$ cat config.mk
export PLATFORM = sky130hd
export DESIGN_NAME = fetch_stage
export DESIGN_NICKNAME = d
export VERILOG_FILES = /design/src/rtl/fetch_stage.sv
export SDC_FILE = /design/constraint.sdc
export NUM_CORES = 1
export LEC_CHECK = 0
export CAP_MARGIN = 10
export CORE_MARGIN = 3
export CORE_UTILIZATION = 31
export CTS_CLUSTER_DIAMETER = 100
export CTS_CLUSTER_SIZE = 8
export DETAILED_ROUTE_END_ITERATION = 10
export PLACE_DENSITY = 0.72
export SLEW_MARGIN = 15
export SYNTH_ARGS = -nofsm -noshare
export SYNTH_HDL_FRONTEND = slang
export SYNTH_SLANG_ARGS = --single-unit
export TNS_END_PERCENT = 20
$ cat constraint.sdc
create_clock -name clk -period 5.2 [get_ports clk]
set_clock_uncertainty 0.05 [all_clocks]
set_input_delay 1.04 -clock clk [delete_from_list [all_inputs] [get_ports clk]]
set_output_delay 1.04 -clock clk [all_outputs]
set_load 0.05 [all_outputs]
$ cat src/rtl/fetch_stage.sv
// fetch_stage -- instruction fetch stage with IF/ID pipeline register.
//
// Holds the PC. Presents it to instruction memory combinationally, then
// latches the returned word together with PC+4 into the IF/ID register.
// The instruction fields that the decode stage needs are split out
// combinationally from the IF/ID register.
//
// Ports
//   clk              in   clock, rising edge
//   reset            in   synchronous, active-high
//   imem_addr        out  [31:0] byte address of the current PC
//   imem_rdata       in   [31:0] instruction word for imem_addr (same cycle)
//   stall            in   hold PC, IF/ID and fetch_count
//   redirect_valid   in   taken branch/jump; flushes IF/ID, overrides stall
//   redirect_target  in   [31:0] new PC (low two bits dropped)
//   if_id_valid      out  IF/ID holds a real instruction
//   if_id_instr      out  [31:0] latched instruction
//   if_id_pc4        out  [31:0] latched instruction address + 4
//   opcode           out  [5:0]  if_id_instr[31:26]
//   rs, rt, rd       out  [4:0]  if_id_instr[25:21], [20:16], [15:11]
//   imm_ext          out  [31:0] sign-extended if_id_instr[15:0]
//   jump_target      out  [31:0] {if_id_pc4[31:28], if_id_instr[25:0], 2'b00}
//   fetch_count      out  [31:0] valid instructions latched since reset
module fetch_stage #(
    parameter logic [31:0] RESET_PC = 32'h0000_0000
) (
    input  logic        clk,
    input  logic        reset,
    output logic [31:0] imem_addr,
    input  logic [31:0] imem_rdata,
    input  logic        stall,
    input  logic        redirect_valid,
    input  logic [31:0] redirect_target,
    output logic        if_id_valid,
    output logic [31:0] if_id_instr,
    output logic [31:0] if_id_pc4,
    output logic [5:0]  opcode,
    output logic [4:0]  rs,
    output logic [4:0]  rt,
    output logic [4:0]  rd,
    output logic [31:0] imm_ext,
    output logic [31:0] jump_target,
    output logic [31:0] fetch_count
);

    // Only the word-aligned part of the PC is stored, so the low two bits
    // are zero by construction for reset, redirect and increment alike.
    logic [29:0] pc_word;
    logic [31:0] pc;
    logic [31:0] pc_plus4;

    assign pc        = {pc_word, 2'b00};
    assign pc_plus4  = pc + 32'd4;   // wraps naturally at 2^32
    assign imem_addr = pc;

    // Priority: reset > redirect > stall > advance.
    always_ff @(posedge clk) begin
        if (reset) begin
            pc_word     <= RESET_PC[31:2];
            if_id_valid <= 1'b0;
            if_id_instr <= 32'h0;
            if_id_pc4   <= 32'h0;
            fetch_count <= 32'h0;
        end else if (redirect_valid) begin
            // Flush to an all-zero bubble, which decodes as a no-op.
            pc_word     <= redirect_target[31:2];
            if_id_valid <= 1'b0;
            if_id_instr <= 32'h0;
            if_id_pc4   <= 32'h0;
        end else if (!stall) begin
            pc_word     <= pc_plus4[31:2];
            if_id_valid <= 1'b1;
            if_id_instr <= imem_rdata;
            if_id_pc4   <= pc_plus4;
            fetch_count <= fetch_count + 32'd1;
        end
    end

    // Decode fields come from the IF/ID register only, never from imem_rdata.
    assign opcode      = if_id_instr[31:26];
    assign rs          = if_id_instr[25:21];
    assign rt          = if_id_instr[20:16];
    assign rd          = if_id_instr[15:11];
    assign imm_ext     = {{16{if_id_instr[15]}}, if_id_instr[15:0]};
    assign jump_target = {if_id_pc4[31:28], if_id_instr[25:0], 2'b00};

endmodule

# Word level (Yosys, flattened, before mapping)
# Cells that the tools add are included.
classes:
  bitwise: 2
  n_eq_ne: 1
  addsub: 2
  reduce_logical: 2
  muxes: 2
op_table:
  columns: ["op", "count"]
  rows:
  - ["$mux W30", 2]
  - ["$add A32 B1 Y32 const B", 1]
  - ["$add A32 B3 Y32 const B", 1]
  - ["$ne A2 B1 Y1 const B", 1]
  - ["$not A1 Y1", 2]
  - ["$reduce_and A2 Y1", 1]
  - ["$reduce_or A2 Y1", 1]
word_totals:
  reg_bits: 127
  out_inout_bits: 214
  in_bits: 68
  wordCells: 14

# Longest topological paths before layout
# Gate-level depths: netlist (run 1).
depth:
  word_depth: 3
  ltp_mapped: 7

# Worst setup path before layout (run 1)
# No wires, ideal clock.
synth_timing:
  path_type: "input port to flip-flop"
  from: "in stall"
  to: "reg fetch_count[28]"
  cell_stages: 5
  required_time_ps: 5022
  n_path_buf: 0
  slack_ps: 2724
  arrival_ps: 2298
  cell_sequence: "nor3b_1 -> nand4_1 -> nor4_1 -> xnor2_1 -> nor2_1"
synth_via:
  elab_chain_len: 2
synth_lines:
  columns: ["item", "line", "text"]
  rows:
  - ["start, declared", "31", "input logic stall,"]
  - ["$not A1 Y1 (no source line)", null, null]
  - ["$reduce_and A2 Y1 (no source line)", null, null]
  - ["end signal, assigned", "75", "fetch_count <= fetch_count + 32'd1;"]
  - ["end, declared", "43", "output logic [31:0] fetch_count"]
# No other way between the ends.
# A chain may end at the register's enable or synchronous reset.

# Worst setup path in the final report (run 1)
layout_timing:
  from: "reg if_id_instr[15]"
  to: "out imm_ext[15]"
layout_rtl:
  columns: ["item", "line", "text"]
  rows:
  - ["start, declared", "35", "output logic [31:0] if_id_instr,"]
  - ["start signal, assigned", "73", "if_id_instr <= imem_rdata;"]
  - ["end, declared", "41", "output logic [31:0] imm_ext,"]
# No word-level cell between the ends.

==> flow_metrics.py, run 1 <==
metrics = {
    "outcome": {
        "status": "completed",
    },
    "grt": {
        "grt_use_total_pct": 16.55,
        "grt_pass1_vias": 5349,
        "grt_pass1_wl_um": 29240,
        "antenna_found_initial": 1,
        "grt_start_max_net_pins": 64,
        "grt-ovfl-total": 0,
    },
    "sta": {
        "final_hold_viol_count": 0,
        "final-setup-viol-count": 0,
        "finalCriticalPeriod_ps": 3152,
        "tns_ps": 0,
        "finalCritPeriodShare_pct": 60.62,
        "worstMarginPinSlew_ps": 1027,
        "drv_slew": 0,
        "rsz0062_at_grt": "false",
        "fmax_ghz": 0.3173,
        "relSlewSlack_pct": 31.29,
    },
    "cts": {
        "cts_tree": "built",
        "cts_buffers": 17,
        "clk_pin_slew_worst_paths_ps": 60,
        "cts.sinks": 125,
        "clk_latency_ps": 400,
        "htree_levels": 4,
        "cts_root_buf": "clkbuf_16",
        "cts_hold_buffers": 0,
        "cts_resized": 0,
        "cts-root-to-sink-buffers": 2,
        "cts_setup_buffers": 0,
    },
    "finish": {
        "drive_gt1_share_pct": 5.297,
        "fin_util_pct": 46.62,
        "antennaDiodeCount": 0,
        "area_delta_synth_final_pct": 44.49,
        "nets": 1001,
        "fillers": 1916,
    },
    "die": {
        "core_area_um2": 19850,
        "die_area_um2": 22420,
        "ioPinCount": 282,
        "rows": 51,
        "die_height_um": 149.7,
        "die_x_um": 149.7,
        "floorplan.initialDensity_pct": 32.27,
    },
    "drt": {
        "routed_wl_um": 19160,
        "dr.pass1.iters": 5,
        "route.detailed.drc": 0,
        "drtIter0Drc": 267,
        "vias": 5638,
        "ant_nets": 0,
        "vias_per_cell": 4.663,
        "wire_per_inst_um": 15.85,
    },
    "synthesis": {
        "yosysSeqAreaShare_pct": 39.08,
        "syn_avg_cell_area_um2": 8.360,
        "syn_inst": 766,
        "yosysTopAreaCell": "dfxtp_1",
        "yosysWarnings": 0,
        "syn-cell-area_um2": 6404,
        "synth_cell_types": 38,
        "ys_top_cells_by_area": "dfxtp_1, buf_4, xnor2_1",
        "synth_seq_cells": 125,
        "synth_top_area_share_pct": 39.08,
    },
    "placement": {
        "dp_hpwl_um": 14030,
        "port_buffers": 273,
        "gp_congestion": 0.8271,
    },
    "pwr": {
        "powerDensity_nw_per_um2": 291.4,
        "p_sw_uw": 814.7,
        "seqPwrFrac_pct": 38.5,
        "p_int_uw": 1881,
        "power_leakage_uw": 0.003314,
        "p_clk_share_pct": 43.7,
        "combPwrFrac_pct": 17.8,
        "peakVddDrop_v": 0.0001976,
        "sw_frac_of_total_pct": 30.22,
    },
    "setup_path": {
        "path_max_fanout": 21,
        "worstPathCellList": "clkdlybuf4s50_1",
        "slowest_stage": "clkdlybuf4s50_1",
        "arrival_ps": 2060,
        "cp.buffers_inverters": 1,
        "crit_required_ps": 4110,
        "path_class": "reg -> out",
        "crit_family": "buffers and inverters",
        "end_kind": "output pin",
        "cp_slowest_stage_delay_ps": 930,
        "cp-start-kind": "flip-flop",
    },
    "flow_run": {
        "drv_cap": 0,
    },
    "hold_path": {
        "hold_path.class": "reg -> reg",
    },
}
==> power groups by stage <==
| stage | clock (uW) | combinational (uW) | sequential (uW) |
|---|---|---|---|
| 2_1_floorplan | 0 | 232 | 1150 |
| 6_report | 1180 | 481 | 1040 |
| 4_1_cts | 1210 | 484 | 1040 |
| 3_3_place_gp | 0 | 480 | 1060 |
| 3_5_place_dp | 0 | 482 | 1060 |
| 5_1_grt | 1260 | 505 | 1040 |
==> synth_stat cells (all sizes together) <==
cell    number
nand3b       1
conb         1
nor2       100
nor3b        1
and3         4
and2         2
nor4b        1
nand4b       2
xnor2       46
xor2        34
or2          2
buf        101
or3          8
or4          1
a21oi       52
a21o         1
clkbuf      36
o21ai       26
o21a        17
nand2       31
nor2b        4
nor4        10
and4         8
ha           2
dfxtp      125
mux2i       38
nand3       26
a211oi       5
and4bb       1
nand4       24
nor3        28
inv         28
==> placed cells by master (no fill, tap or decap), types with 28 or more instances in the layout <==
cell             synthesis  layout
nor2_1                 100     100
xnor2_1                 46      46
clkdlybuf4s50_1          0     270
xor2_1                  34      34
inv_1                   28      28
dfxtp_1                125     125
nand2_1                 31      31
mux2i_1                 38      38
a21oi_1                 52      52
==> state kept, by name, indices dropped and copies added (netlist names) <==
| name | flops |
|---|---|
| fetch_count | 32 |
| if_id_instr | 32 |
| if_id_pc4 | 30 |
| if_id_valid | 1 |
| pc_word | 30 |
==> layout make-up <==
type                       count  area (um^2)  share of cell area [%]
clock buffer                  17        425.4                   4.598
multi-input combinational    481         2970                   32.10
clock inverter                15        162.7                   1.758
timing repair buffer         278         2755                   29.78
inverter                      28        105.1                   1.136
sequential                   125         2502                   27.05
tap                          265        331.6                   3.584
==> logic make-up (layout without fill, tap and decap cells) <==
| kind of cell | Yosys count | count (layout) | synth area share, % |
|---|---|---|---|
| AOI/OAI and AO/OA | 101 | 101 | 8.792 |
| xor gates and xnor gates | 80 | 80 | 10.94 |
| adders and majority gates | 2 | 2 | 0.3907 |
| buffers and inverters | 165 | 338 | 15.06 |
| DFF | 125 | 125 | 39.08 |
| muxes | 38 | 38 | 5.940 |
| other | 1 | 6 | 0.05856 |
| and+or+nand+nor | 254 | 254 | 19.73 |
==> routing by layer <==
metal	routed length (um)	global-route usage (%)	vias to the layer above
met4	328	5.306	2
met1	7945	20.06	2601
met3	1528	5.542	20
met5	12	0	-
li1	-	-	2813
met2	9341	27.74	202
==> final timing paths <==
check                       start          end  slack, ps  cells past startpoint
setup / recovery  if_id_instr[15]  imm_ext[15]       2050                      1
hold / removal        if_id_valid  if_id_valid        410                      1
setup reg to reg       pc_word[3]  pc_word[29]       2750                      5
hold reg to reg       if_id_valid  if_id_valid        410                      1
==> through the flow <==
step	total power, uW	cell area, um^2	setup WS, ps	std cells	hold slack, ps
3_3_place_gp	1537	8656	2040	1177	387.6
5_1_grt	2806	9253	1892	1209	447.6
6_report	2696	9253	2048	1209	409.4
2_1_floorplan	1385	6422	2724	771	638.6
4_1_cts	2735	9244	1982	1209	411.8
3_5_place_dp	1541	8656	2021	1177	396.2
No activity file was read; power rests on OpenSTA's default activity.
==> run 2, diff against run 1 <==
clock period = 2.98 ns   (was 5.2 ns; I/O delays follow)
==> run 2 against run 1 <==
Design area up 1.4%. Highest routed layer unchanged. Register-to-register slack worse by 2100 ps. Power rose by 81%. Hold slack got worse by 0.86 ps. Critical path depth unchanged. First-iteration DRC count decreased by 6.4%. Clock power grew 88%. Sequential share of layout area shrank 0.36 points. Global-route usage up 0.17 points. Clock-buffer cell count increased by 5. Cell count increased by 0.83%.
==> flow_metrics.py, run 2 (synthesis results as in run 1) <==
metrics = {
    "finish": {
        "fillers": 1907,
        "layout_commonest_cell": "clkdlybuf4s50_1",
        "drive_gt1_share_pct": 6.080,
        "nets": 1011,
        "fin_util_pct": 47.26,
        "area_delta_synth_final_pct": 46.46,
        "antennaDiodeCount": 0,
        "mostFrequentLayoutCells": "clkdlybuf4s50_1, dfxtp_1, nor2_1, a21oi_1, xnor2_1",
        "top_regs": "fetch_count x32, if_id_instr x32",
    },
    "die": {
        "floorplan.initialDensity_pct": 32.27,
        "die_area_um2": 22420,
        "rows": 51,
        "ioPinCount": 282,
        "die_height_um": 149.7,
        "core_area_um2": 19850,
        "die_x_um": 149.7,
    },
    "cts": {
        "cts_root_buf": "clkbuf_16",
        "clk_latency_ps": 420,
        "htree_levels": 4,
        "cts_tree": "built",
        "cts_hold_buffers": 0,
        "cts.sinks": 125,
        "cts_buffers": 17,
        "cts_resized": 0,
        "cts_setup_buffers": 0,
        "cts-root-to-sink-buffers": 2,
        "clk_pin_slew_worst_paths_ps": 50,
    },
    "sta": {
        "final_hold_viol_count": 0,
        "finalCritPeriodShare_pct": 91.13,
        "setup_slack_ps": 264.2,
        "drv_slew": 0,
        "finalCriticalPeriod_ps": 2716,
        "holdWs_ps": 408.5,
        "final-setup-viol-count": 0,
        "relSlewSlack_pct": 54.51,
        "rsz0062_at_grt": "false",
        "tns_ps": 0,
        "worstMarginPinSlew_ps": 682.4,
        "fmax_ghz": 0.3682,
    },
    "setup_path": {
        "cp_slowest_stage_delay_ps": 940,
        "worst-path-stages": 1,
        "arrival_ps": 2070,
        "cp-start-kind": "flip-flop",
        "crit_required_ps": 2330,
        "cp.buffers_inverters": 1,
        "worstPathCellList": "clkdlybuf4s50_1",
        "reg2regPathDepth": 5,
        "end_kind": "output pin",
        "crit_family": "buffers and inverters",
        "path_max_fanout": 21,
        "path_class": "reg -> out",
        "slowest_stage": "clkdlybuf4s50_1",
    },
    "drt": {
        "met1_length_um": 8198,
        "wire_per_inst_um": 15.82,
        "drtIter0Drc": 250,
        "vias": 5750,
        "dr.max_layer_used": "met5",
        "met3_length_um": 1485,
        "route.detailed.drc": 0,
        "routed_wl_um": 19290,
        "wl_met2_um": 9006,
        "dr.pass1.iters": 5,
        "ant_nets": 0,
        "vias_per_cell": 4.717,
    },
    "pwr": {
        "peakVddDrop_v": 0.0004077,
        "power_leakage_uw": 0.003381,
        "power.total_uw": 4884,
        "powerDensity_nw_per_um2": 520.7,
    },
    "hold_path": {
        "holdPathStages": 1,
        "hold_path.class": "reg -> reg",
    },
    "grt": {
        "grt_use_total_pct": 16.72,
        "antenna_found_initial": 1,
        "grt_pass1_wl_um": 29390,
        "grt_pass1_vias": 5354,
        "grt-ovfl-total": 0,
        "grt_start_max_net_pins": 63,
    },
    "outcome": {
        "status": "completed",
    },
    "placement": {
        "dp_hpwl_um": 14230,
        "gp_congestion": 0.8297,
        "port_buffers": 273,
        "dp_slack_ps": 625.2,
    },
    "flow_run": {
        "drv_cap": 0,
    },
}
==> run 2: worst paths after layout <==
path	from	end	slack [ps]
max	if_id_instr[15]	imm_ext[22]	260
min reg2reg	if_id_valid	if_id_valid	410
min	if_id_valid	if_id_valid	410
max reg2reg	pc_word[3]	pc_word[17]	700
==> run 2: report_power, final <==
group | leakage (uW) | internal [uW] | total, uW | switching (uW)
sequential | 0.00102 | 1730 | 1810 | 77.3
combinational | 0.00206 | 315 | 854 | 539
clock | 0.000302 | 1460 | 2220 | 759
total | 0.00338 | 3510 | 4880 | 1370
==> run 2: metrics by stage <==
| stage | cells | area [um^2] |
|---|---|---|
| finish | 1219 | 9379 |
| floorplan | 771 | 6422 |
| CTS | 1219 | 9379 |
| global route | 1219 | 9379 |
| global placement | 1187 | 8743 |
| detailed placement | 1187 | 8743 |
==> run 2: cell type report <==
type,instances,area (um^2),share of cell area (%)
flip-flops and latches,125,2502,26.68
multi-input cells,481,2962,31.58
well taps,265,331.6,3.535
clock buffers,22,474.2,5.056
clock inverters,10,161.4,1.721
repair buffers,288,2843,30.31
inverters,28,105.1,1.121
==> run 2: routing by layer <==
| layer | track usage (%) | vias to the layer above |
|---|---|---|
| li1 | - | 2823 |
| met1 | 21.18 | 2663 |
| met2 | 26.24 | 226 |
| met3 | 5.694 | 36 |
| met4 | 6.587 | 2 |
| met5 | 0 | - |
==> run 3, diff against run 2 <==
CORE_ASPECT_RATIO = 1.1   (was not set)
PLACE_DENSITY = not set   (was 0.72)
clock period = 3.17 ns   (was 2.98 ns; I/O delays follow)
==> run 3 against run 2 <==
Critical path depth stayed put. Setup slack improved by 190 ps. Clock power is 11% lower. Highest routed layer is now met4. Clock-buffer cell count is 1 higher. Non-clock buffer count shrank 1. Wire length down 2.2%. Design area decreased by 0.71%. Sequential power shrank 6%.
==> flow_metrics.py, run 3 (synthesis results as in run 1) <==
metrics = {
    "outcome": {
        "status": "completed",
    },
    "grt": {
        "grt_pass1_vias": 5275,
        "antenna_found_initial": 0,
        "grt_start_max_net_pins": 59,
        "grt_use_met3_pct": 5.776,
        "use_met2_pct": 26.92,
        "met1_usage_pct": 20.47,
        "grt_use_total_pct": 16.54,
        "grt_pass1_wl_um": 29400,
        "top_usage_layer": "met2",
        "grt-ovfl-total": 0,
    },
    "cts": {
        "cts_resized": 0,
        "clk_pin_slew_worst_paths_ps": 50,
        "cts.sinks": 125,
        "cts-root-to-sink-buffers": 2,
        "clk_latency_ps": 420,
        "cts_hold_buffers": 0,
        "cts_root_buf": "clkbuf_16",
        "cts_tree": "built",
        "cts_setup_buffers": 0,
        "htree_levels": 4,
        "cts_buffers": 17,
    },
    "die": {
        "ioPinCount": 282,
        "die_area_um2": 22420,
        "die_height_um": 156.7,
        "rows": 54,
        "die_x_um": 143.0,
        "floorplan.initialDensity_pct": 31.91,
        "core_area_um2": 20070,
    },
    "setup_path": {
        "reg2regPathDepth": 5,
        "crit_required_ps": 2490,
        "path_max_fanout": 21,
        "end_kind": "output pin",
        "cp-start-kind": "flip-flop",
        "arrival_ps": 2030,
        "worstPathCellList": "clkdlybuf4s50_1",
        "cp_slowest_stage_delay_ps": 930,
        "slowest_stage": "clkdlybuf4s50_1",
        "path_class": "reg -> out",
        "rr_endpoint": "pc_word[20]",
        "cp.buffers_inverters": 1,
        "r2r_slack_ps": 880,
        "r2r_start": "pc_word[3]",
        "crit_family": "buffers and inverters",
    },
    "placement": {
        "port_buffers": 273,
        "dp_hpwl_um": 13960,
        "place_area_um2": 8722,
        "gp_congestion": 0.7880,
        "place_inst": 1173,
        "dp_slack_ps": 801.0,
    },
    "finish": {
        "finalNonFillerCells": 1203,
        "area_delta_synth_final_pct": 45.43,
        "nets": 1010,
        "drive_gt1_share_pct": 5.678,
        "antennaDiodeCount": 0,
        "layout_commonest_cell": "clkdlybuf4s50_1",
        "mostFrequentLayoutCells": "clkdlybuf4s50_1, dfxtp_1, nor2_1, a21oi_1, xnor2_1",
        "top_regs": "fetch_count x32, if_id_instr x32",
        "final_area_um2": 9313,
    },
    "sta": {
        "holdWs_ps": 413.9,
        "final-setup-viol-count": 0,
        "finalCritPeriodShare_pct": 85.63,
        "finalCriticalPeriod_ps": 2714,
        "drv_slew": 0,
        "tns_ps": 0,
        "rsz0062_at_grt": "false",
        "relSlewSlack_pct": 60.14,
        "worstMarginPinSlew_ps": 596.0,
        "setup_slack_ps": 455.6,
        "fmax_ghz": 0.3684,
        "final_hold_viol_count": 0,
    },
    "hold_path": {
        "holdPathStages": 1,
        "min_to": "if_id_valid",
        "hp-start": "if_id_valid",
        "hold_path.class": "reg -> reg",
    },
    "drt": {
        "route.detailed.drc": 0,
        "vias": 5573,
        "ant_nets": 0,
        "vias_per_cell": 4.633,
        "routed_wl_um": 18870,
        "wire_per_inst_um": 15.68,
        "drtIter0Drc": 271,
        "dr.pass1.iters": 4,
    },
    "pwr": {
        "peakVddDrop_v": 0.0003865,
        "power_leakage_uw": 0.003363,
        "powerDensity_nw_per_um2": 479.9,
    },
    "flow_run": {
        "drv_cap": 0,
    },
}
[run 3: worst max path at each step]
stage | startpoint | end | slack [ps] | depth (start not counted)
floorplan | pc_word[0] | pc_word[18] | 820 | 7
global placement | stall | fetch_count[31] | 790 | 6
detailed placement | stall | fetch_count[19] | 800 | 6
CTS | if_id_instr[15] | imm_ext[25] | 390 | 1
global route | if_id_instr[15] | imm_ext[18] | 320 | 1
finish | if_id_instr[15] | imm_ext[21] | 460 | 1
[run 3: cell type report]
type                       instances  area [um^2]
inverter                          28        105.1
multi-input combinational        481         2962
fill                            1982        10750
tap                              252        315.3
clock buffer                      23        478.0
timing repair buffer             287         2838
sequential                       125         2502
clock inverter                     7        112.6
[run 3: per-stage QoR]
step           utilization (%)  total power (uW)
6_report                 46.41              4469
5_1_grt                  46.41              4649
4_1_cts                  46.41              4540
3_5_place_dp             43.47              2535
3_3_place_gp             43.47              2531
2_1_floorplan                -              2271
[run 3: metal layers]
metal	wire, um	vias up
met4	310	0
li1	-	2813
met2	8802	195
met1	8125	2541
met3	1630	24
met5	0	-
[run 3: report_power, final]
group / leakage (uW) / switching, uW / internal [uW]
clock network: 0.000289 / 687 / 1290
registers: 0.00102 / 71.7 / 1630
logic: 0.00205 / 502 / 296
